==> src/rtl/cpu6502_pkg.sv <==
// Shared definitions for the 6502 interrupt/reset entry sequencer.
//   int_type_t  : kind of entry sequence currently being stepped
//   seq_step_t  : 3-bit step index, STEP_OPC (0) .. STEP_VECH (6)
//   DEF_*_VEC   : default vector low-byte addresses
//   seq_state_t : sequencer FSM states
package cpu6502_pkg;

    typedef enum logic [2:0] {
        INT_NONE,
        INT_RES,
        INT_NMI,
        INT_BRK,
        INT_IRQ
    } int_type_t;

    typedef logic [2:0] seq_step_t;

    localparam seq_step_t STEP_OPC   = 3'd0;  // opcode or forced-BRK fetch
    localparam seq_step_t STEP_DUMMY = 3'd1;  // dummy read
    localparam seq_step_t STEP_PCH   = 3'd2;  // push PCH
    localparam seq_step_t STEP_PCL   = 3'd3;  // push PCL
    localparam seq_step_t STEP_P     = 3'd4;  // push P
    localparam seq_step_t STEP_VECL  = 3'd5;  // vector low fetch
    localparam seq_step_t STEP_VECH  = 3'd6;  // vector high fetch

    localparam logic [15:0] DEF_NMI_VEC = 16'hFFFA;
    localparam logic [15:0] DEF_RES_VEC = 16'hFFFC;
    localparam logic [15:0] DEF_IRQ_VEC = 16'hFFFE;

    typedef enum logic {
        ST_IDLE,
        ST_SEQ
    } seq_state_t;

endpackage

==> src/rtl/sync_ff_chain.sv <==
// Multi-flop synchroniser for asynchronous pins.
//   clk    in        capture clock
//   rst_n  in        asynchronous active-low reset, all stages load RST_VAL
//   d      in WIDTH  asynchronous inputs
//   q      out WIDTH synchronised outputs, STAGES clocks behind d
module sync_ff_chain
    import cpu6502_pkg::*;
#(
    parameter int               WIDTH   = 1,
    parameter int               STAGES  = 2,
    parameter logic [WIDTH-1:0] RST_VAL = '1
) (
    input  logic             clk,
    input  logic             rst_n,
    input  logic [WIDTH-1:0] d,
    output logic [WIDTH-1:0] q
);

    logic [WIDTH-1:0] stage_q [STAGES];

    always_ff @(posedge clk or negedge rst_n) begin
        if (!rst_n) begin
            for (int i = 0; i < STAGES; i++) begin
                stage_q[i] <= RST_VAL;
            end
        end else begin
            stage_q[0] <= d;
            for (int i = 1; i < STAGES; i++) begin
                stage_q[i] <= stage_q[i-1];
            end
        end
    end

    assign q = stage_q[STAGES-1];

endmodule

==> src/rtl/cpu_6502_int_seq.sv <==
// Interrupt/reset entry sequencer for the 6502 core.
// Synchronises IRQ/NMI, latches NMI falling edges, arbitrates RESET > NMI > BRK > IRQ
// at opcode-fetch boundaries and steps the 7-cycle entry sequence.
// Ports:
//   clk, res (async active-low reset), rdy (low stalls read cycles)
//   irq_n (level), nmi_n (falling edge), i_flag (P.I), sync, brk_op
//   force_brk, int_active, step[2:0], stack_wr, b_flag, set_i,
//   vec_addr[15:0], seq_done
// The sequence is entered on the clock edge that samples sync (or the first edge
// after reset release); step 0 is the following cycle. All outputs decode from
// registered state only, so they hold whenever the state holds.
module cpu_6502_int_seq
    import cpu6502_pkg::*;
#(
    parameter int          SYNC_STAGES = 2,
    parameter logic [15:0] NMI_VEC     = DEF_NMI_VEC,
    parameter logic [15:0] RES_VEC     = DEF_RES_VEC,
    parameter logic [15:0] IRQ_VEC     = DEF_IRQ_VEC
) (
    input  logic        clk,
    input  logic        res,
    input  logic        rdy,
    input  logic        irq_n,
    input  logic        nmi_n,
    input  logic        i_flag,
    input  logic        sync,
    input  logic        brk_op,
    output logic        force_brk,
    output logic        int_active,
    output logic [2:0]  step,
    output logic        stack_wr,
    output logic        b_flag,
    output logic        set_i,
    output logic [15:0] vec_addr,
    output logic        seq_done
);

    logic [1:0]  pins_sync;
    logic        irq_sync, nmi_sync;
    logic        nmi_edge, irq_act, in_seq, wr_cyc, advance, nmi_clr;
    int_type_t   pick;
    logic [15:0] vec_base;

    seq_state_t  state_q, state_d;
    seq_step_t   step_q, step_d;
    int_type_t   type_q, type_d;
    logic        b_q, b_d;
    logic        force_q, force_d;
    logic        nmi_pend_q, nmi_pend_d;
    logic        res_pend_q, res_pend_d;
    logic        nmi_prev_q, nmi_prev_d;

    sync_ff_chain #(
        .WIDTH   (2),
        .STAGES  (SYNC_STAGES),
        .RST_VAL (2'b11)
    ) u_pin_sync (
        .clk   (clk),
        .rst_n (res),
        .d     ({irq_n, nmi_n}),
        .q     (pins_sync)
    );

    assign irq_sync = pins_sync[1];
    assign nmi_sync = pins_sync[0];

    assign nmi_edge = nmi_prev_q & ~nmi_sync;
    assign irq_act  = ~irq_sync & ~i_flag;
    assign in_seq   = (state_q == ST_SEQ);
    // RESET performs its stack cycles as reads, so only other types write.
    assign wr_cyc   = in_seq && (type_q != INT_RES) &&
                      (step_q inside {STEP_PCH, STEP_PCL, STEP_P});
    // Write cycles ignore RDY, exactly like the real 6502.
    assign advance  = rdy | wr_cyc;
    assign pick     = nmi_pend_q ? INT_NMI :
                      brk_op     ? INT_BRK :
                      irq_act    ? INT_IRQ : INT_NONE;

    always_comb begin
        state_d    = state_q;
        step_d     = step_q;
        type_d     = type_q;
        b_d        = b_q;
        force_d    = force_q;
        res_pend_d = res_pend_q;
        nmi_clr    = 1'b0;
        case (state_q)
            ST_IDLE: begin
                if (res_pend_q) begin
                    state_d    = ST_SEQ;
                    step_d     = STEP_OPC;
                    type_d     = INT_RES;
                    b_d        = 1'b0;
                    force_d    = 1'b0;
                    res_pend_d = 1'b0;
                end else if (sync && (pick != INT_NONE)) begin
                    state_d = ST_SEQ;
                    step_d  = STEP_OPC;
                    type_d  = pick;
                    b_d     = (pick == INT_BRK);
                    force_d = (pick != INT_BRK);
                end
            end
            ST_SEQ: begin
                // NMI hijack: an NMI arriving before the vector fetch redirects
                // an IRQ/BRK entry; the already-chosen B value is kept.
                if (((type_q == INT_IRQ) || (type_q == INT_BRK)) &&
                    (step_q <= STEP_P) && (nmi_pend_q | nmi_edge)) begin
                    type_d = INT_NMI;
                end
                if (advance) begin
                    if (step_q == STEP_VECH) begin
                        state_d = ST_IDLE;
                        step_d  = STEP_OPC;
                    end else begin
                        step_d = seq_step_t'(step_q + 3'd1);
                    end
                    if ((type_q == INT_NMI) && (step_q == STEP_VECL)) begin
                        nmi_clr = 1'b1;
                    end
                end
            end
            default: state_d = ST_IDLE;
        endcase
    end

    // A fresh edge wins over the clear so an NMI during NMI entry is not lost.
    assign nmi_pend_d = (nmi_pend_q & ~nmi_clr) | nmi_edge;
    assign nmi_prev_d = nmi_sync;

    always_ff @(posedge clk or negedge res) begin
        if (!res) begin
            state_q    <= ST_IDLE;
            step_q     <= STEP_OPC;
            type_q     <= INT_NONE;
            b_q        <= 1'b0;
            force_q    <= 1'b0;
            nmi_pend_q <= 1'b0;
            res_pend_q <= 1'b1;
            nmi_prev_q <= 1'b1;
        end else begin
            state_q    <= state_d;
            step_q     <= step_d;
            type_q     <= type_d;
            b_q        <= b_d;
            force_q    <= force_d;
            nmi_pend_q <= nmi_pend_d;
            res_pend_q <= res_pend_d;
            nmi_prev_q <= nmi_prev_d;
        end
    end

    assign vec_base = (type_q == INT_NMI) ? NMI_VEC :
                      (type_q == INT_RES) ? RES_VEC : IRQ_VEC;

    assign int_active = in_seq;
    assign step       = in_seq ? step_q : 3'd0;
    assign force_brk  = in_seq && (step_q == STEP_OPC) && force_q;
    assign stack_wr   = wr_cyc;
    assign b_flag     = in_seq & b_q;
    assign set_i      = in_seq && (step_q == STEP_VECL);
    assign seq_done   = in_seq && (step_q == STEP_VECH);
    assign vec_addr   = (in_seq && ((step_q == STEP_VECL) || (step_q == STEP_VECH))) ?
                        ((vec_base & 16'hFFFE) | {15'd0, step_q == STEP_VECH}) : 16'h0000;

endmodule

==> config.mk <==
export PLATFORM = sky130hd
export DESIGN_NAME = cpu_6502_int_seq
export DESIGN_NICKNAME = d
export VERILOG_FILES = /design/src/rtl/cpu6502_pkg.sv /design/src/rtl/sync_ff_chain.sv /design/src/rtl/cpu_6502_int_seq.sv
export SDC_FILE = /design/constraint.sdc
export NUM_CORES = 1
export LEC_CHECK = 0
export BUFFER_PORTS_ARGS = -buffer_cell sky130_fd_sc_hd__buf_2
export CELL_PAD_IN_SITES_DETAIL_PLACEMENT = 1
export CELL_PAD_IN_SITES_GLOBAL_PLACEMENT = 1
export CORE_UTILIZATION = 39
export CTS_CLUSTER_DIAMETER = 200
export CTS_CLUSTER_SIZE = 16
export DETAILED_ROUTE_END_ITERATION = 12
export HOLD_SLACK_MARGIN = 0.02
export PLACE_DENSITY_LB_ADDON = 0.1
export SETUP_SLACK_MARGIN = 0.02
export SLEW_MARGIN = 20
export SYNTH_ARGS = -nofsm -noshare
export SYNTH_HDL_FRONTEND = slang
export SYNTH_SLANG_ARGS = --single-unit
==> constraint.sdc <==
create_clock -name clk -period 2.4 [get_ports clk]
set_input_delay 0.12 -clock clk [delete_from_list [all_inputs] [get_ports clk]]
set_output_delay 0.12 -clock clk [all_outputs]
set_load 0.01 [all_outputs]
==> flow_summary.json <==
{
  "timing.critical_path.slowest_stage_cell": "sky130_fd_sc_hd__dfrtp_1",
  "p_comb_share_pct": 55.6,
  "detailroute.via_count": 814,
  "setup.worst_path.start_class": "flop",
  "post-route-cell-area_um2": 1150,
  "worstSetupEndpointType": "primary output",
  "path_class": "reg -> out",
  "timing.setup.tns_ps": 0,
  "dr_wl_met2_um": 966,
  "final_layout_size_suffix_gt1_share_pct": 39.8,
  "timing.final.crit_period_ps": 2010,
  "nets": 138,
  "place.port_buffers": 32,
  "synth_edf_count": 0,
  "drtAntennaViolNets": 0,
  "netlist_top_cells_area": "sky130_fd_sc_hd__dfrtp_1 25%, sky130_fd_sc_hd__dfstp_2 16%, sky130_fd_sc_hd__buf_4 10%, sky130_fd_sc_hd__nor2b_1 3.7%, sky130_fd_sc_hd__nand2_1 3.3%",
  "rr_worst_depth": 6,
  "tritoncts": "yes",
  "timing_max_transition_violations_final": 0,
  "vdd_ir_drop_max_mv": 0.699,
  "worstPathBufferInverterCount": 3,
  "setup_viol": 0,
  "syn-cell-area_um2": 1010,
  "synth_top_area_cell": "sky130_fd_sc_hd__dfrtp_1",
  "rsz_0062_raised_after_global_routing": "no",
  "detail_route.first_pass.iterations": 4,
  "critPathTopFamily": "flip-flops",
  "cts_root_buf": "sky130_fd_sc_hd__clkbuf_4",
  "post-route-drc-count": 0,
  "io-pin-count": 33,
  "grt_antenna_before_repair": 0,
  "ys_async_sr_fraction_pct": 100,
  "run_status": "finished, final reports clean",
  "clock-sinks": 16,
  "cts_max_path_buffers": 2,
  "timing.critical_path.fanout_max": 18,
  "grt.overflow.total": 0,
  "coreArea_um2": 2480,
  "htree_levels": 1,
  "commonest_cells_after_routing_fill_and_taps_aside": "32 x sky130_fd_sc_hd__buf_2, 10 x sky130_fd_sc_hd__dfrtp_1, 9 x sky130_fd_sc_hd__nand2_1",
  "worst-path-stages": 5,
  "switching_part_of_the_total_pct": 44.4,
  "first_global_vias": 719,
  "crit_path_frequent_cell": "sky130_fd_sc_hd__inv_1",
  "layout.filler_cells": 305,
  "clk_transition_reported_paths_ps": 100,
  "fp.dieW_um": 53.0,
  "postLayoutCoreUtil_pct": 46.5,
  "power_report.internal_total_mw": 0.811,
  "syn_nets": 116,
  "tightest_slew_ps": 561,
  "yosysUniqueCellTypes": 39,
  "timing.critical_path.cells": "nand2_1 > inv_1 > o21ai_0 > inv_1 > buf_2",
  "via_per_inst": 5.15,
  "pwr-share-clk_pct": 12.5,
  "finalWirelength_um": 2170,
  "ys_seq_area_share_pct": 40.2,
  "final_hold_slack_ps": 142,
  "maxCapViolations": 0,
  "detailed_place_hpwl_um": 1670,
  "worst_slew_margin_rel_pct": 62.5,
  "cts_buffers": 3,
  "postCtsSetupBuffers": 0,
  "grt_max_degree": 19,
  "power.switching_mw": 0.648,
  "placer_congestion_estimate": 0.809,
  "final_common_cell": "sky130_fd_sc_hd__buf_2",
  "design.die.area_um2": 2810,
  "synth.ff_latch_count": 16,
  "m1WireLength_um": 1050,
  "crit_arrival_ps": 1890,
  "met3_wire_len_um": 103,
  "timing.hold.worst_path_depth": 2,
  "die_height_um": 53.0,
  "row_count": 18,
  "min_path_type": "in -> reg",
  "report.final.hold_viol_count": 0,
  "power_per_cell_area_nw_per_um2": 1270,
  "floorplan.initialDensity_pct": 41.0,
  "syn_inst": 107,
  "synth.yosys.warnings": 0,
  "grt.total_usage_pct": 18.5,
  "diodes": 0,
  "postPlaceCellArea_um2": 1080,
  "synth.top_cell.area_share_pct": 24.7,
  "clock_latency_ps": 300,
  "detail_route.iter0.violations": 7,
  "routed.top_layer": "met4",
  "reg2reg_slack_ps": 670,
  "dp_cells": 151,
  "synthesis.area_per_instance_um2": 9.48,
  "ctsResizeCount": 0,
  "worstPathRequired_ps": 2280,
  "grt_first_pass_wirelength_um": 3590,
  "pwr-share-seq_pct": 31.9,
  "final.period_utilization_pct": 83.7,
  "clock.fmax_ghz": 0.498,
  "final_setup_skew_ps": 7.84,
  "synth_flop_cell": "sky130_fd_sc_hd__dfrtp_1",
  "detail_route.wl_per_cell_um": 13.8,
  "leakage_nw": 0.567,
  "worst_path_largest_cell_delay_ps": 680,
  "syn_to_final_growth_pct": 13.4,
  "final_cells": 158
}
## state kept, by name, indices dropped and copies added, names as in the netlist
signal and flops:
step_q 3, b_q 1, u_pin_sync.stage_q 2, int_active 1, u_pin_sync.q 2, nmi_pend_q 1, force_q 1, type_q 3
res_pend_q 1, nmi_prev_q 1
## kinds of logic after synthesis
group           Yosys count  share of synthesized area, %
fa+ha+maj                 1                          1.23
flops                    16                          40.2
buf+inv                  25                          15.2
compound gates           22                          18.0
xor+xnor                  1                         0.863
mux                       3                          3.08
simple gates             39                          21.5
## final cells by class
cell class / count / area, um^2 / area share [%]
clock buffers: 4 / 36.3 / 3.15
inverters: 7 / 26.3 / 2.28
multi-input cells: 66 / 453 / 39.3
flip-flops and latches: 16 / 408 / 35.4
well taps: 30 / 37.5 / 3.26
repair buffers: 35 / 190 / 16.5
## Yosys cell counts (2+ instances only)
master and count:
sky130_fd_sc_hd__nor2_1 6, sky130_fd_sc_hd__nor4b_1 2, sky130_fd_sc_hd__a21oi_1 5, sky130_fd_sc_hd__nand2_1 9, sky130_fd_sc_hd__dfstp_2 6, sky130_fd_sc_hd__and2_1 5, sky130_fd_sc_hd__mux2i_1 2, sky130_fd_sc_hd__clkbuf_1 3
sky130_fd_sc_hd__dfrtp_1 10, sky130_fd_sc_hd__a41oi_1 2, sky130_fd_sc_hd__nand3_1 2, sky130_fd_sc_hd__buf_4 14, sky130_fd_sc_hd__inv_1 6, sky130_fd_sc_hd__o21ai_0 4, sky130_fd_sc_hd__nor2b_1 6, sky130_fd_sc_hd__nor3b_1 2
## per-stage QoR
| stage | power, mW | worst slack, ps |
|---|---|---|
| final | 1.46 | 390 |
| after global routing | 1.60 | 102 |
| after global placement | 1.26 | 710 |
| after detailed placement | 1.29 | 659 |
| after floorplan | 1.14 | 740 |
| after CTS | 1.48 | 322 |
## timing repair
item,4_1_cts,5_1_grt
hold endpoints to repair,14,0
endpoints found under the setup margin,0,0
hold buffers,3,0
## power groups by stage
stage               Sequential [mW]  Combinational [mW]  Clock (mW)
CTS                           0.466               0.822       0.189
detailed placement            0.471               0.816           0
global placement              0.465               0.799           0
floorplan                     0.384               0.751           0
global route                  0.483               0.921       0.197
finish                        0.465               0.812       0.182
## worst reg2reg max path, delay by kind of cell (launching register included)
kind,cells,cell delay [ps]
AO/OA/AOI/OAI,2,570
adder cells (fa/ha/maj),1,170
flip-flops,1,510
multiplexers,1,130
AND/OR/NAND/NOR,2,230
## metal layers
metal / up-vias / track usage (%)
li1: 400 / -
met1: 377 / 24.6
met2: 31 / 28.1
met3: 6 / 2.59
met4: 0 / 11.0
met5: - / 0
## path summary, 6_finish.rpt
| kind | start | to |
|---|---|---|
| setup reg to reg | step_q[1]$_DFFE_PN0P_ | step_q[1]$_DFFE_PN0P_ |
| hold / removal | brk_op | b_q$_DFFE_PN0P_ |
| setup / recovery | int_active$_DFF_PN0_ | vec_addr[7] |
| hold reg to reg | u_pin_sync.stage_q[2]$_DFF_PN1_ | u_pin_sync.q[0]$_DFF_PN1_ |
| max in group asynchronous | res | nmi_prev_q$_DFF_PN1_ |
| min in group asynchronous | res | type_q[0]$_DFFE_PN0P_ |
Power figures use the tool's default switching activity.
